## src/rtl/rv32_lsu_pkg.sv

```systemverilog
// Shared load/store-unit definitions: funct3 encodings, HTRANS codes,
// load FSM encoding and the natural-alignment rule for loads.
package rv32_lsu_pkg;

   localparam int unsigned XLEN = 32;

   localparam logic [2:0] F3_LB  = 3'b000;
   localparam logic [2:0] F3_LH  = 3'b001;
   localparam logic [2:0] F3_LW  = 3'b010;
   localparam logic [2:0] F3_LBU = 3'b100;
   localparam logic [2:0] F3_LHU = 3'b101;

   localparam logic [1:0] HTRANS_IDLE   = 2'b00;
   localparam logic [1:0] HTRANS_NONSEQ = 2'b10;

   typedef enum logic [1:0] {
      ST_IDLE = 2'd0,
      ST_ADDR = 2'd1,
      ST_DATA = 2'd2
   } lu_state_e;

   // Bytes go anywhere, halfwords need addr[0]=0, everything else is a word.
   function automatic logic load_is_aligned(input logic [2:0] funct3, input logic [1:0] offset);
      case (funct3)
         F3_LB, F3_LBU: load_is_aligned = 1'b1;
         F3_LH, F3_LHU: load_is_aligned = ~offset[0];
         default:       load_is_aligned = (offset == 2'b00);
      endcase
   endfunction

endpackage

```

## src/rtl/load_align.sv

```systemverilog
// Selects the addressed byte/halfword/word from a bus word and extends it
// according to the load funct3.
module load_align
   import rv32_lsu_pkg::*;
(
   input  logic [XLEN-1:0] rdata_i,
   input  logic [1:0]      offset_i,
   input  logic [2:0]      funct3_i,
   output logic [XLEN-1:0] data_o
);

   logic [7:0]  byte_lane;
   logic [15:0] half_lane;

   always_comb begin
      case (offset_i)
         2'b00:   byte_lane = rdata_i[7:0];
         2'b01:   byte_lane = rdata_i[15:8];
         2'b10:   byte_lane = rdata_i[23:16];
         default: byte_lane = rdata_i[31:24];
      endcase
      half_lane = offset_i[1] ? rdata_i[31:16] : rdata_i[15:0];

      case (funct3_i)
         F3_LB:   data_o = {{24{byte_lane[7]}}, byte_lane};
         F3_LBU:  data_o = {24'd0, byte_lane};
         F3_LH:   data_o = {{16{half_lane[15]}}, half_lane};
         F3_LHU:  data_o = {16'd0, half_lane};
         default: data_o = rdata_i;
      endcase
   end

endmodule

```

## src/rtl/load_unit.sv

```systemverilog
// Load unit: one word-sized AHB read per load request, with alignment check,
// wait-state timeout and a registered, extended result for writeback.
module load_unit
   import rv32_lsu_pkg::*;
#(
   parameter int unsigned XLEN       = 32,
   parameter int unsigned WAIT_LIMIT = 16
) (
   input  logic            clk_in,
   input  logic            rst_in,
   input  logic [2:0]      funct3_in,
   input  logic [XLEN-1:0] iaddr_in,
   input  logic            mem_rd_req_in,
   input  logic            ahb_ready_in,
   input  logic [XLEN-1:0] ahb_rdata_in,
   output logic [XLEN-1:0] daddrs_out,
   output logic [1:0]      ahb_btrans_out,
   output logic            rd_req_out,
   output logic [XLEN-1:0] lu_data_out,
   output logic            lu_valid_out,
   output logic            misaligned_out,
   output logic            bus_err_out,
   output logic            stall_out
);

   localparam int unsigned WCNT_W = (WAIT_LIMIT < 2) ? 1 : $clog2(WAIT_LIMIT + 1);

   lu_state_e         state_q;
   logic [1:0]        offset_q;
   logic [2:0]        funct3_q;
   logic [WCNT_W-1:0] wait_q;
   logic [XLEN-1:0]   align_data;
   logic              wait_expired;

   load_align u_align (
      .rdata_i  (ahb_rdata_in),
      .offset_i (offset_q),
      .funct3_i (funct3_q),
      .data_o   (align_data)
   );

   // True on the ready-low cycle that would bring the count up to the limit.
   assign wait_expired = (WAIT_LIMIT != 0) && ((32'(wait_q) + 32'd1) == WAIT_LIMIT);

   always_ff @(posedge clk_in or posedge rst_in) begin
      if (rst_in) begin
         state_q        <= ST_IDLE;
         offset_q       <= 2'b00;
         funct3_q       <= 3'b000;
         wait_q         <= '0;
         daddrs_out     <= '0;
         ahb_btrans_out <= HTRANS_IDLE;
         rd_req_out     <= 1'b0;
         lu_data_out    <= '0;
         lu_valid_out   <= 1'b0;
         misaligned_out <= 1'b0;
         bus_err_out    <= 1'b0;
         stall_out      <= 1'b0;
      end else begin
         lu_valid_out   <= 1'b0;
         misaligned_out <= 1'b0;
         bus_err_out    <= 1'b0;

         case (state_q)
            ST_IDLE: begin
               if (mem_rd_req_in) begin
                  if (load_is_aligned(funct3_in, iaddr_in[1:0])) begin
                     offset_q       <= iaddr_in[1:0];
                     funct3_q       <= funct3_in;
                     daddrs_out     <= {iaddr_in[XLEN-1:2], 2'b00};
                     ahb_btrans_out <= HTRANS_NONSEQ;
                     rd_req_out     <= 1'b1;
                     stall_out      <= 1'b1;
                     wait_q         <= '0;
                     state_q        <= ST_ADDR;
                  end else begin
                     misaligned_out <= 1'b1;
                  end
               end
            end

            ST_ADDR: begin
               if (ahb_ready_in) begin
                  ahb_btrans_out <= HTRANS_IDLE;
                  rd_req_out     <= 1'b0;
                  wait_q         <= '0;
                  state_q        <= ST_DATA;
               end else if (wait_expired) begin
                  ahb_btrans_out <= HTRANS_IDLE;
                  rd_req_out     <= 1'b0;
                  bus_err_out    <= 1'b1;
                  stall_out      <= 1'b0;
                  wait_q         <= '0;
                  state_q        <= ST_IDLE;
               end else begin
                  wait_q <= wait_q + WCNT_W'(1);
               end
            end

            ST_DATA: begin
               if (ahb_ready_in) begin
                  lu_data_out  <= align_data;
                  lu_valid_out <= 1'b1;
                  stall_out    <= 1'b0;
                  state_q      <= ST_IDLE;
               end else if (wait_expired) begin
                  ahb_btrans_out <= HTRANS_IDLE;
                  bus_err_out    <= 1'b1;
                  stall_out      <= 1'b0;
                  wait_q         <= '0;
                  state_q        <= ST_IDLE;
               end else begin
                  wait_q <= wait_q + WCNT_W'(1);
               end
            end

            default: state_q <= ST_IDLE;
         endcase
      end
   end

endmodule

```

## config.mk

```make
export PLATFORM = sky130hd
export DESIGN_NAME = load_unit
export DESIGN_NICKNAME = d
export VERILOG_FILES = /design/src/rtl/rv32_lsu_pkg.sv /design/src/rtl/load_align.sv /design/src/rtl/load_unit.sv
export SDC_FILE = /design/constraint.sdc
export NUM_CORES = 1
export LEC_CHECK = 0
export CAP_MARGIN = 20
export CORE_ASPECT_RATIO = 0.7
export CORE_MARGIN = 4
export CORE_UTILIZATION = 45
export DETAILED_ROUTE_END_ITERATION = 7
export PLACE_DENSITY = 0.85
export RECOVER_POWER = 25
export SLEW_MARGIN = 20
export SYNTH_ARGS = -nofsm -noshare
export SYNTH_HDL_FRONTEND = slang
export SYNTH_SLANG_ARGS = --single-unit
```

## constraint.sdc

```tcl
create_clock -name clk_in -period 3.28 [get_ports clk_in]
set_input_delay 0.328 -clock clk_in [delete_from_list [all_inputs] [get_ports clk_in]]
set_output_delay 0.328 -clock clk_in [all_outputs]
set_load 0.005 [all_outputs]
```

# Word level (Yosys, flattened, before mapping)
# Index checks and enable logic that the tools add are counted.
# W data, S select, Z words.
[word_totals] register_bits=81 inputBits=71 wordCells=88
[op_classes] add_sub_neg=2 eq_ne=16 n_mux=41 bitwise_logic=1 reduce_logical=16
[ops] op="$pmux W32 S4" count=1
[ops] op="$mux W5" count=5
[ops] op="$pmux W8 S3" count=1
[ops] op="$mux W2" count=10
[ops] op="$mux W1" count=17
[ops] op="$mux W16" count=1
[ops] op="$pmux W5 S3" count=1
[ops] op="$eq A3 B3 Y1 const B" count=4
[ops] op="$pmux W2 S3" count=2
[ops] op="$reduce_and A4 Y1" count=3
[ops] op="$ne A2 B2 Y1 const B" count=4
[ops] op="$add A5 B1 Y6 const B" count=1
[ops] op="$eq A3 B1 Y1 const B" count=2
[ops] op="$eq A6 B5 Y1 const B" count=1
[ops] op="$logic_not A2 Y1" count=3
[ops] op="$logic_not A3 Y1" count=2
[ops] op="$reduce_or A2 Y1" count=3
[ops] op="$add A5 B1 Y5 const B" count=1
[ops] op="$eq A2 B1 Y1 const B" count=2
[ops] op="$eq A2 B2 Y1 const B" count=2
[ops] op="$pmux W1 S2" count=2
[ops] op="$reduce_and A2 Y1" count=2
[ops] op="$ne A3 B3 Y1 const B" count=1
[ops] op="$pmux W1 S3" count=1
[ops] op="other kinds (4)" count=4

# Longest topological paths before layout
[depth] word_depth=8 ltp_mapped=8 ltp_nobuf=6

# Cells and area by module
# From an unflattened synthesis, not the netlist that was laid out.
[hier_totals] cells_unflattened=366 hier_area_um2=4431.8
[modules_own_cells] mod="load_unit" instances=1 cells_each=233 area_each_um2=3462.1
[modules_own_cells] mod="load_align" instances=1 cells_each=133 area_each_um2=969.7

# Worst setup path before layout
# No wires, ideal clock.
[synth_path] path_kind="flip-flop to flip-flop" from="register state_q[1]" to="register wait_q[3]" setup_time_ns=0.124 t_arrival_ns=1.546 required_ns=3.156 slack_ns=1.610 path_stages_with_launch=7 path_buffers=0 period_less_slack_ns=1.670 path_cell_list="dfrtp_1 > inv_1 > ha_1 > nor2b_1 > o21ai_0 > nor2_1 > a211o_1"
[synth_between] elab_chain_cells=3 word_cells_on_any_way=9
[synth_rtl] element="start: declaration" line="load_unit.sv:28" rtl="lu_state_e state_q;"
[synth_rtl] element="start signal: assignment" line="load_unit.sv:47" rtl="state_q <= ST_IDLE;"
[synth_rtl] element="start signal: assignment" line="load_unit.sv:75" rtl="state_q <= ST_ADDR;"
[synth_rtl] element="start signal: assignment" line="load_unit.sv:87" rtl="state_q <= ST_DATA;"
[synth_rtl] element="$eq A2 B2 Y1 (tied with other cells)" line="load_unit.sv:64" rtl="case (state_q)"
[synth_rtl] element="$ne A2 B2 Y1 (no source line) or $reduce_bool A3 Y1 (tied branches)"
[synth_rtl] element="$reduce_and A4 Y1 (no source line)"
[synth_rtl] element="end signal: assignment" line="load_unit.sv:96" rtl="wait_q <= wait_q + WCNT_W'(1);"
[synth_rtl] element="end signal: assignment" line="load_unit.sv:113" rtl="wait_q <= wait_q + WCNT_W'(1);"
[synth_rtl] element="end: declaration" line="load_unit.sv:31" rtl="logic [WCNT_W-1:0] wait_q;"
# Several ways; a longest one is shown, not always the timed one.
# A chain may end at the register's enable or synchronous reset.

==> metrics.txt <==
outcome=finished, violations left; failing checks=max-capacitance violations, max-slew violations; worst hold path type=register to register; clock sink total=81; Final Hold Vio Count=0; Clock Latency Late Sink=0.33 ns; Die X=~120 µm; CTS root buf=clkbuf_16; drt wl/cell=between 15 and 20 µm; WP data required=approximately 3.6 ns; Rel. slew slack=-1.20%; Starting Density=a little under half; DPL Wire Length=slightly below 8000 µm; initial DRC count=around 270; # Post-CTS Setup Buffers=0; TritonCTS clock tree=done; Vert. Die Dim=~86 µm; hold buffers post-CTS=0; crit start category=input pin; fraction of layout cells with a size suffix above 1=~14%; First-pass DRT Iterations=4; Worst Clk Skew=0.00410 ns; core area=around 8500 µm²; register bit total from synthesis=81; I/O pins=142; Nets=569; Reg2Reg Depth=4; Tot GR Track Use=between 20% and 30%; Tcrit/Tclk final=a little over two thirds; cts repair resizes=0; most frequent cells in the layout=clkdlybuf4s50_1 (138), dfrtp_1 (81), mux2_2 (36); crit end category=asynchronous set/reset pin; CTS buffer count=9; fin. max-slew vios=35; final setup fails=0; worst vdd ir=roughly 0.6 mV; Synth Instances=360; global route total overflow=0; Worst Tran Pin Value=1.51 ns; Leak=0.00235 µW; Hold EP=lu_data_out[2]; reg2reg end=lu_data_out[20]; most common cell after layout, fill and taps aside=clkdlybuf4s50_1; Layout area overhead=43.9%; EDFF count, synth=0; min-delay src=lu_data_out[2]; Netlist cell types=57; ys flop type=dfrtp_1; ant diodes=0; GPL Wtd Cong=roughly 0.85; Synth warnings=0; Max FO, Critical Path=34; Final Hold Slack=0.482 ns; post-route ant nets=0; Post-Synthesis Cell Area=3940 µm²; H-tree level count=3; ys async rst share=100%; PwrDens=~900 nW/µm²; unrepaired setup endpoints after global routing=no; Clock Path Buffers=2; DRC=0; initial antenna violation count=0; Die Area=roughly 10000 µm²; Max Cap Violations=1; Setup CP Type=input pin to asynchronous set/reset pin; final worst slack=0.970 ns; number of global-route vias before repair=3441; R2R Path Start=offset_q[1]; syn avg cell area=10.9 µm²; Critical Path AT=2.61 ns; CTS clk-pin slew, worst paths=about 0.05 ns; Period minus WS final=2.31 ns; final wirelength=11000 µm; DR vias/cell=~5.5; DR vias=between 3000 and 4000; first-pass GRT wire length=17600 µm; fmax=433 MHz; dpl ws=~0.81 ns; setup slack, reg-to-reg=just over 1 ns; port buffer count=139; FP Rows=28; largest net degree at the start of global routing=38; Fin Setup TNS=0 ns; hold depth=2; Seq/Total Area, Yosys=51.4%
## metrics by stage
step                      total power [µW]  util (%)  std cells  area, µm²
after CTS                             5050      67.0        618       5680
after floorplan                       2860         -        361       3940
final                                 5010      66.9        618       5670
after global placement                3940      63.5        602       5390
after detailed placement              4030      63.5        602       5390
after global routing                  5340      66.9        618       5670
## cell families (layout without fill, tap and decap cells)
family	count (synthesis)	after routing	share of synthesized area, %
fa+ha+maj	5	5	1.59
other cells	1	2	0.0952
compound gates	94	94	16.5
flops	81	81	51.4
simple gates	103	103	13.1
xor+xnor	1	1	0.222
mux	44	44	12.6
buf+inv	31	168	4.45
## Yosys cell counts (2+ instances only)
| library cell | count | area, µm² |
|---|---|---|
| o21ai_0 | 31 | 155 |
| o221ai_1 | 3 | 26.3 |
| inv_1 | 8 | 30.0 |
| o31ai_1 | 2 | 15.0 |
| nand2_1 | 32 | 120 |
| ha_1 | 5 | 62.6 |
| mux2i_1 | 7 | 70.1 |
| dfrtp_1 | 81 | 2030 |
| nor3_1 | 2 | 10.0 |
| o21bai_1 | 4 | 30.0 |
| buf_2 | 5 | 25.0 |
| a21oi_1 | 18 | 90.1 |
| o311ai_0 | 2 | 17.5 |
| nor4_1 | 2 | 12.5 |
| nand3_1 | 18 | 90.1 |
| and3_1 | 2 | 12.5 |
| nand2b_1 | 7 | 43.8 |
| nor2_1 | 21 | 78.8 |
| a211o_1 | 2 | 17.5 |
| a22oi_1 | 7 | 52.6 |
| clkbuf_1 | 8 | 30.0 |
| or3_1 | 5 | 31.3 |
| o21ai_2 | 4 | 35.0 |
| mux2_2 | 36 | 405 |
| buf_4 | 3 | 22.5 |
| a31oi_1 | 3 | 18.8 |
| buf_6 | 4 | 45.0 |
| a221oi_1 | 2 | 17.5 |
| o211ai_1 | 3 | 22.5 |
| nor3b_1 | 3 | 22.5 |
| nor2b_1 | 4 | 25.0 |
## report_power, final
| part | internal, µW | switching, µW | total (µW) | leakage, µW |
|---|---|---|---|---|
| logic | 1310 | 923 | 2230 | 0.00122 |
| registers | 1450 | 351 | 1800 | 0.000984 |
| clock network | 608 | 373 | 981 | 0.000144 |
| total | 3360 | 1650 | 5010 | 0.00235 |
## sequential cells by signal, summed over array words and instances, names as in the netlist
name and flops:
funct3_q 3, state_q 2, lu_valid_out 1, stall_out 1, lu_data_out 32, wait_q 5
daddrs_out 30, offset_q 2, misaligned_out 1, ahb_btrans_out 2, bus_err_out 1, rd_req_out 1
## metal layers
layer | GRT usage [%] | share of wire, % | up-vias
met5 | 0 | 0 | -
met4 | 6.24 | 1.3 | 0
met3 | 9.26 | 10 | 13
met2 | 34.0 | 46 | 172
met1 | 27.7 | 43 | 1650
li1 | - | - | 1545
## critical path, cell delays in order
cell           delay [ns]
dlygate4sd3_1        0.54
clkinvlp_2           0.88
clkbuf_1             0.84
## worst max path at each step
stage	startpoint	endpoint	slack, ns	depth (start not counted)
2_1_floorplan	rst_in	ahb_btrans_out[0]	0.87	1
3_3_place_gp	iaddr_in[0]	daddrs_out[8]	0.89	4
3_5_place_dp	iaddr_in[0]	daddrs_out[2]	0.81	4
4_1_cts	offset_q[1]	lu_data_out[29]	1.03	4
5_1_grt	rst_in	lu_data_out[6]	0.49	3
6_report	rst_in	lu_data_out[2]	0.97	3
## area by class of cell
type | instances | area (µm²)
flip-flops and latches | 81 | 2030
clock buffers | 13 | 250
fillers | 648 | 2810
inverters | 9 | 35.0
clock inverters | 3 | 40.0
well taps | 120 | 150
multi-input cells | 249 | 1750
repair buffers | 143 | 1420
No activity file was read; power rests on OpenSTA's default activity.
